`src/rtl/maze_pkg.sv`:
```
// Shared maze types: coordinate width, path-list reader FSM states and the
// packed {x,y} coordinate used when storing or comparing path entries.
package maze_pkg;

    localparam int CW = 4;

    typedef enum logic [1:0] {
        LOAD,
        FETCH,
        STREAM,
        COMPLETE
    } state_t;

    typedef struct packed {
        logic [CW-1:0] x;
        logic [CW-1:0] y;
    } coord_t;

endpackage

```
`src/rtl/path_list_reader_if.sv`:
```
// Valid/ready stream carrying path coordinates out of the path list reader.
interface path_list_reader_if #(
    parameter int CW = maze_pkg::CW
);
    logic          out_valid;
    logic          out_ready;
    logic [CW-1:0] out_x;
    logic [CW-1:0] out_y;

    modport master (output out_valid, output out_x, output out_y, input out_ready);
    modport slave  (input out_valid, input out_x, input out_y, output out_ready);
endinterface

```
`src/rtl/path_list_ram.sv`:
```
// Path entry storage: one write port, one synchronous read port with a
// resettable output register so the streamed coordinate is 0 after reset.
module path_list_ram #(
    parameter int W     = 8,
    parameter int DEPTH = 256,
    parameter int AW    = (DEPTH > 1) ? $clog2(DEPTH) : 1
) (
    input  logic          clk,
    input  logic          rst,
    input  logic          i_wr_en,
    input  logic [AW-1:0] i_wr_addr,
    input  logic [W-1:0]  i_wr_data,
    input  logic          i_rd_en,
    input  logic [AW-1:0] i_rd_addr,
    output logic [W-1:0]  o_rd_data
);

    logic [W-1:0] r_mem [DEPTH];
    logic [W-1:0] r_rd_data;

    // NOTE: the array is deliberately left out of reset so it maps onto block
    // RAM; readers only ever address entries written since the last clear.
    always_ff @(posedge clk) begin
        if (i_wr_en) r_mem[i_wr_addr] <= i_wr_data;
    end

    // NOTE: sequential state is always updated with <= so every register
    // samples pre-edge values regardless of block ordering.
    always_ff @(posedge clk or posedge rst) begin
        if (rst)          r_rd_data <= '0;
        else if (i_rd_en) r_rd_data <= r_mem[i_rd_addr];
    end

    assign o_rd_data = r_rd_data;

endmodule

```
`src/rtl/path_list_reader.sv`:
```
// Stores solved maze path entries and streams them back in reverse push order.
// Optional macro PATH_LIST_OVERFLOW_EN enables the sticky overflow flag.
module path_list_reader #(
    parameter int CW    = maze_pkg::CW,
    parameter int DEPTH = 256
) (
    input  logic                     clk,
    input  logic                     rst,
    input  logic                     init_list,
    input  logic                     list_push,
    input  logic [CW-1:0]            push_x,
    input  logic [CW-1:0]            push_y,
    input  logic                     en_read,
    path_list_reader_if.master       stream,
    output logic                     complete_read,
    output logic [$clog2(DEPTH):0]   count,
    output logic                     overflow
);
    import maze_pkg::*;

    localparam int AW   = (DEPTH > 1) ? $clog2(DEPTH) : 1;
    localparam int CNTW = $clog2(DEPTH) + 1;

    state_t          r_state;
    logic [CNTW-1:0] r_count;
    logic [AW-1:0]   r_ptr;
    logic            r_out_valid;
    logic            r_complete;

    logic            w_full;
    logic            w_wr_en;
    logic            w_rd_en;
    logic [CNTW-1:0] w_count_m1;
    logic [2*CW-1:0] w_rd_data;

    assign w_full     = (r_count == CNTW'(DEPTH));
    assign w_wr_en    = (r_state == LOAD) && list_push && !init_list && !w_full;
    assign w_rd_en    = (r_state == FETCH);
    assign w_count_m1 = r_count - CNTW'(1);

    path_list_ram #(
        .W     (2*CW),
        .DEPTH (DEPTH),
        .AW    (AW)
    ) u_ram (
        .clk       (clk),
        .rst       (rst),
        .i_wr_en   (w_wr_en),
        .i_wr_addr (r_count[AW-1:0]),
        .i_wr_data ({push_x, push_y}),
        .i_rd_en   (w_rd_en),
        .i_rd_addr (r_ptr),
        .o_rd_data (w_rd_data)
    );

    // The RAM output register holds still outside FETCH, so the streamed
    // coordinate is stable for as long as the consumer stalls.
    always_ff @(posedge clk or posedge rst) begin
        if (rst) begin
            r_state     <= LOAD;
            r_count     <= '0;
            r_ptr       <= '0;
            r_out_valid <= 1'b0;
            r_complete  <= 1'b0;
        end else begin
            r_complete <= 1'b0;
            if (init_list) begin
                r_state     <= LOAD;
                r_count     <= '0;
                r_ptr       <= '0;
                r_out_valid <= 1'b0;
            end else begin
                unique case (r_state)
                    LOAD: begin
                        if (w_wr_en) r_count <= r_count + CNTW'(1);
                        if (en_read) begin
                            if (r_count == '0) begin
                                r_state    <= COMPLETE;
                                r_complete <= 1'b1;
                            end else begin
                                r_ptr   <= w_count_m1[AW-1:0];
                                r_state <= FETCH;
                            end
                        end
                    end
                    FETCH: begin
                        if (!en_read) begin
                            r_state <= LOAD;
                        end else begin
                            r_state     <= STREAM;
                            r_out_valid <= 1'b1;
                        end
                    end
                    STREAM: begin
                        if (!en_read) begin
                            r_state     <= LOAD;
                            r_out_valid <= 1'b0;
                        end else if (stream.out_ready) begin
                            r_out_valid <= 1'b0;
                            if (r_ptr != '0) begin
                                r_ptr   <= r_ptr - AW'(1);
                                r_state <= FETCH;
                            end else begin
                                r_state    <= COMPLETE;
                                r_complete <= 1'b1;
                            end
                        end
                    end
                    COMPLETE: begin
                        if (!en_read) r_state <= LOAD;
                    end
                    default: r_state <= LOAD;
                endcase
            end
        end
    end

`ifdef PATH_LIST_OVERFLOW_EN
    logic r_overflow;

    always_ff @(posedge clk or posedge rst) begin
        if (rst)                                          r_overflow <= 1'b0;
        else if (init_list)                               r_overflow <= 1'b0;
        else if ((r_state == LOAD) && list_push && w_full) r_overflow <= 1'b1;
    end

    assign overflow = r_overflow;
`else
    assign overflow = 1'b0;
`endif

    assign stream.out_valid = r_out_valid;
    assign stream.out_x     = w_rd_data[2*CW-1:CW];
    assign stream.out_y     = w_rd_data[CW-1:0];
    assign complete_read    = r_complete;
    assign count            = r_count;

endmodule
```
`src/flat_wrapper.sv`:
```
// flat-port wrapper written by rule: the top's interface ports become plain ports
module path_list_reader_flat import maze_pkg::*;
#(
    parameter int CW    = maze_pkg::CW,
    parameter int DEPTH = 256
)
  (clk, rst, init_list, list_push, push_x, push_y, en_read, complete_read, count, overflow, stream_out_valid, stream_out_x, stream_out_y, stream_out_ready);
  path_list_reader_if #(.CW(CW)) stream_i ();
  input  logic clk;
  input  logic rst;
  input  logic init_list;
  input  logic list_push;
  input  logic [CW-1:0] push_x;
  input  logic [CW-1:0] push_y;
  input  logic en_read;
  output logic complete_read;
  output logic [$clog2(DEPTH):0] count;
  output logic overflow;
  output wire logic [$bits(stream_i.out_valid)-1:0] stream_out_valid;
  output wire logic [$bits(stream_i.out_x)-1:0] stream_out_x;
  output wire logic [$bits(stream_i.out_y)-1:0] stream_out_y;
  input wire logic [$bits(stream_i.out_ready)-1:0] stream_out_ready;
  assign stream_out_valid = stream_i.out_valid;
  assign stream_out_x = stream_i.out_x;
  assign stream_out_y = stream_i.out_y;
  assign stream_i.out_ready = stream_out_ready;
  path_list_reader #(.CW(CW), .DEPTH(DEPTH)) u_core (.clk(clk), .rst(rst), .init_list(init_list), .list_push(list_push), .push_x(push_x), .push_y(push_y), .en_read(en_read), .stream(stream_i), .complete_read(complete_read), .count(count), .overflow(overflow));
endmodule
```
`config.mk`:
```
export PLATFORM = sky130hd
export DESIGN_NAME = path_list_reader_flat
export DESIGN_NICKNAME = d
export VERILOG_FILES = /design/src/rtl/maze_pkg.sv /design/src/rtl/path_list_reader_if.sv /design/src/rtl/path_list_ram.sv /design/src/rtl/path_list_reader.sv /design/src/flat_wrapper.sv
export SDC_FILE = /design/constraint.sdc
export NUM_CORES = 2
export LEC_CHECK = 0
export CAP_MARGIN = 20
export CORE_ASPECT_RATIO = 1.75
export CORE_MARGIN = 2
export CORE_UTILIZATION = 50
export DETAILED_ROUTE_END_ITERATION = 12
export PLACE_DENSITY = 0.73
export SETUP_SLACK_MARGIN = 0.15
export SLEW_MARGIN = 10
export SYNTH_ARGS = -nofsm -noshare
export SYNTH_HDL_FRONTEND = slang
export SYNTH_SLANG_ARGS = --single-unit
```
`constraint.sdc`:
```
create_clock -name clk -period 3.73 [get_ports clk]
set_input_delay 0.373 -clock clk [delete_from_list [all_inputs] [get_ports clk]]
set_output_delay 0.373 -clock clk [all_outputs]
set_load 0.1 [all_outputs]
```
==> summary.txt <==
Route
  • Vias post-DR: 42773
  • # DRC: 0
  • Final ANT Viol Nets: 0
  • Initial DRC Count: approximately 6000
  • Total routed wirelength: approximately 220 mm
  • Routed WL per cell: 34.1 um
  • Via density: about 6.5
  • DRT Pass-1 Iters: 6

Critical path
  • Crit path capture type: register
  • R2r setup slk: between 150 and 200 ps
  • Setup CP Type: reg2reg
  • Reg2Reg Depth: 9
  • WP data arrival: 4230 ps
  • Critical path fanouts, max: 27
  • Worst EP required: about 4400 ps
  • Crit start category: register

Power
  • Leak pwr: roughly 28 nW
  • Total power: between 40 and 50 mW
  • Pwr dens: about 530 mW/mm^2
  • Maximum VDD drop: about 0.00037 V

Floorplan
  • Initial Util: 0.502
  • Die X: 308 um
  • Ports: 34
  • Die Area: between 0.15 and 0.2 mm^2
  • Number of cell rows: just under 200
  • Core Area: about 0.16 mm^2
  • Die Y: 536 um

Yosys
  • Asr flop ratio synth: 0.0140
  • Biggest area consumer among synthesized cells: edfxtp_1
  • Largest family of logic cells by synthesized area: multiplexers
  • Post-synthesis adder-cell area fraction: 0.000773
  • Ys flop type: edfxtp_1
  • Top cells by count, synth: edfxtp_1, mux4_2, nor2_1, mux2i_1, clkbuf_1
  • Dominant cells by area after synthesis: edfxtp_1, mux4_2, mux2i_1, nor2_1, a22oi_1
  • Synth Area in Compound Gates: 0.0334
  • Gate Count Post-Synth: approximately 4000
  • Sequential area share after synthesis: 0.769
  • Cell variety after synth: 66
  • Share of the synthesized area in the top cell type: 0.760
  • XOR/XNOR Fraction of Synth Area: 0.00119
  • Most common cell in the netlist: edfxtp_1
  • Multiplexer area fraction after synthesis: 0.148
  • EDFF count, synth: between 2000 and 2500
  • Syn Nets: 3946
  • Avg Cell Area, Syn: approximately 21 um^2
  • YS warnings: 0
  • Synth Cell Area: just over 0.08 mm^2
  • Yosys reg bits: about 2100
  • Simple-gate share of the synthesized area: 0.0307

Timing
  • RSZ-0062 raised after global routing: no
  • Final setup violation count: 0
  • Final Hold Vio Count: 0
  • Setup TNS: 0 ps
  • Max Clock Skew: between 50 and 60 ps
  • Max Slew Vio Count: 0
  • Worst-Margin Slew: 1200 ps
  • Max_slew headroom: 0.197
  • Final min period: 3570 ps
  • Peak Freq: approximately 0.28 GHz
  • Post-route clock period utilization: 0.957

Global routing
  • GRT Total Usage: 0.270
  • Global-route wire length before repair: roughly 310 mm
  • Gr ovfl total: 0
  • Largest net degree at the start of global routing: between 100 and 150
  • Initial antenna violation count: 6
  • Number of global-route vias before repair: ~43000

Final layout
  • Nets: between 4000 and 5000
  • Share of cells above drive strength 1: 0.274
  • Layout area overhead: 13.5%
  • # fillers: 11463

Clock network
  • Sink Count: a little over 2000
  • Clk_lat worst skew: a little over 800 ps
  • Longest Clk Path Bufs: 4
  • Root Driver: clkbuf_16
  • CTS tree: done
  • CTS H-tree depth: 4
  • CTS buffer count: between 150 and 200
  • Clk pin slew, worst setup/hold paths: around 70 ps
  • Postcts setup bufs: 0

Place
  • IO buf count: 32
  • RD Place Congestion: a little under 1
  • DPL Wire Length: 146 mm

Min path
  • Worst min-delay path class: in2reg
  • Hold-critical path depth: 1

Job
  • Max-cap violations: 0

Run status
  • Status: finished clean
-- state kept, by name, summed over array words and instances, names as in the netlist --
register                 flops
u_core.u_ram.r_mem        2048
u_core.count                 9
u_core.r_ptr                 8
u_core.u_ram.o_rd_data       8
u_core.r_state               2
u_core.complete_read         1
u_core.stream.out_valid      1
-- routing by layer --
| metal | up-vias | GRT usage | wire length [um] |
|---|---|---|---|
| met5 | - | 0 | 39 |
| met2 | 2742 | 0.460 | 113000 |
| li1 | 17056 | - | - |
| met3 | 711 | 0.0436 | 19500 |
| met1 | 22258 | 0.310 | 71800 |
| met4 | 6 | 0.195 | 19300 |
-- metrics by stage --
step                setup WS, ps  hold slack (ps)  utilization  area [um^2]  instances
floorplan                    271              451            -        80900       3927
global placement             107              569        0.537        86500       6237
detailed placement           116              565        0.537        86500       6238
CTS                          263              167        0.570        91800       6537
global route                 152              198        0.570        91800       6539
finish                       162              170        0.570        91800       6541
-- power breakdown --
group          leakage, nW  switching [mW]  internal (mW)
clock                 2.56            8.09           9.37
sequential            18.8           0.148           25.7
combinational         6.86            3.78           2.00
total                 28.2            12.0           37.1
-- cells by family after synthesis --
kind of cell,count (synthesis)
DFF,2077
buffers and inverters,251
muxes,618
other,1
xor gates and xnor gates,11
and+or+nand+nor,572
adders and majority gates,5
AOI/OAI and AO/OA,392
-- critical path, stage by stage (launching register included) --
cell and delay [ps]:
dfrtp_4 620, buf_4 430, mux4_2 430, a22o_1 270
a211oi_1 300, a221oi_2 130, buf_4 200, nor3_1 440
or4_1 370, o311ai_0 180
-- repair_timing --
action / in CTS / in global routing
endpoints found under the setup margin: 3 / 89
hold buffers: 1 / 0
endpoints found under the hold margin: 7 / 0
resized for setup: 3 / 7
-- worst paths after layout --
kind                                                  startpoint                                     to
max in group asynchronous                                    rst  u_core.u_ram.o_rd_data[3]$_DFFE_PP0P_
hold / removal                                         push_x[1]   u_core.u_ram.r_mem[117][5]$_DFFE_PP_
setup reg to reg                     u_core.r_ptr[1]$_DFFE_PP0P_  u_core.u_ram.o_rd_data[5]$_DFFE_PP0P_
hold reg to reg            u_core.u_ram.o_rd_data[0]$_DFFE_PP0P_  u_core.u_ram.o_rd_data[0]$_DFFE_PP0P_
setup / recovery                     u_core.r_ptr[1]$_DFFE_PP0P_  u_core.u_ram.o_rd_data[5]$_DFFE_PP0P_
min in group asynchronous                                    rst            u_core.count[7]$_DFFE_PP0P_
-- area by class of cell --
class	count	area, um^2	area share
flip-flops and latches	2077	62200	0.678
clock buffers	200	4430	0.0482
repair buffers	486	4300	0.0469
multi-input cells	1599	17400	0.189
inverters	9	33.8	0.000368
diodes	4	10.0	0.000109
clock inverters	98	852	0.00928
well taps	2068	2590	0.0282
-- placed cells by master, fill, tap and decap left out, types with 29 or more instances in the layout --
cell	synthesis	layout
mux4_2	458	458
nand2_1	105	105
nand3_1	34	31
a21oi_1	82	82
clkbuf_16	0	172
o221ai_1	30	30
buf_4	30	410
a22oi_1	99	99
clkinv_1	3	29
nor2_1	317	311
clkinv_2	0	32
buf_12	1	43
o22ai_1	45	45
edfxtp_1	2048	2048
o21ai_0	30	29
mux2i_1	137	137
No activity file was read; power rests on OpenSTA's default activity.
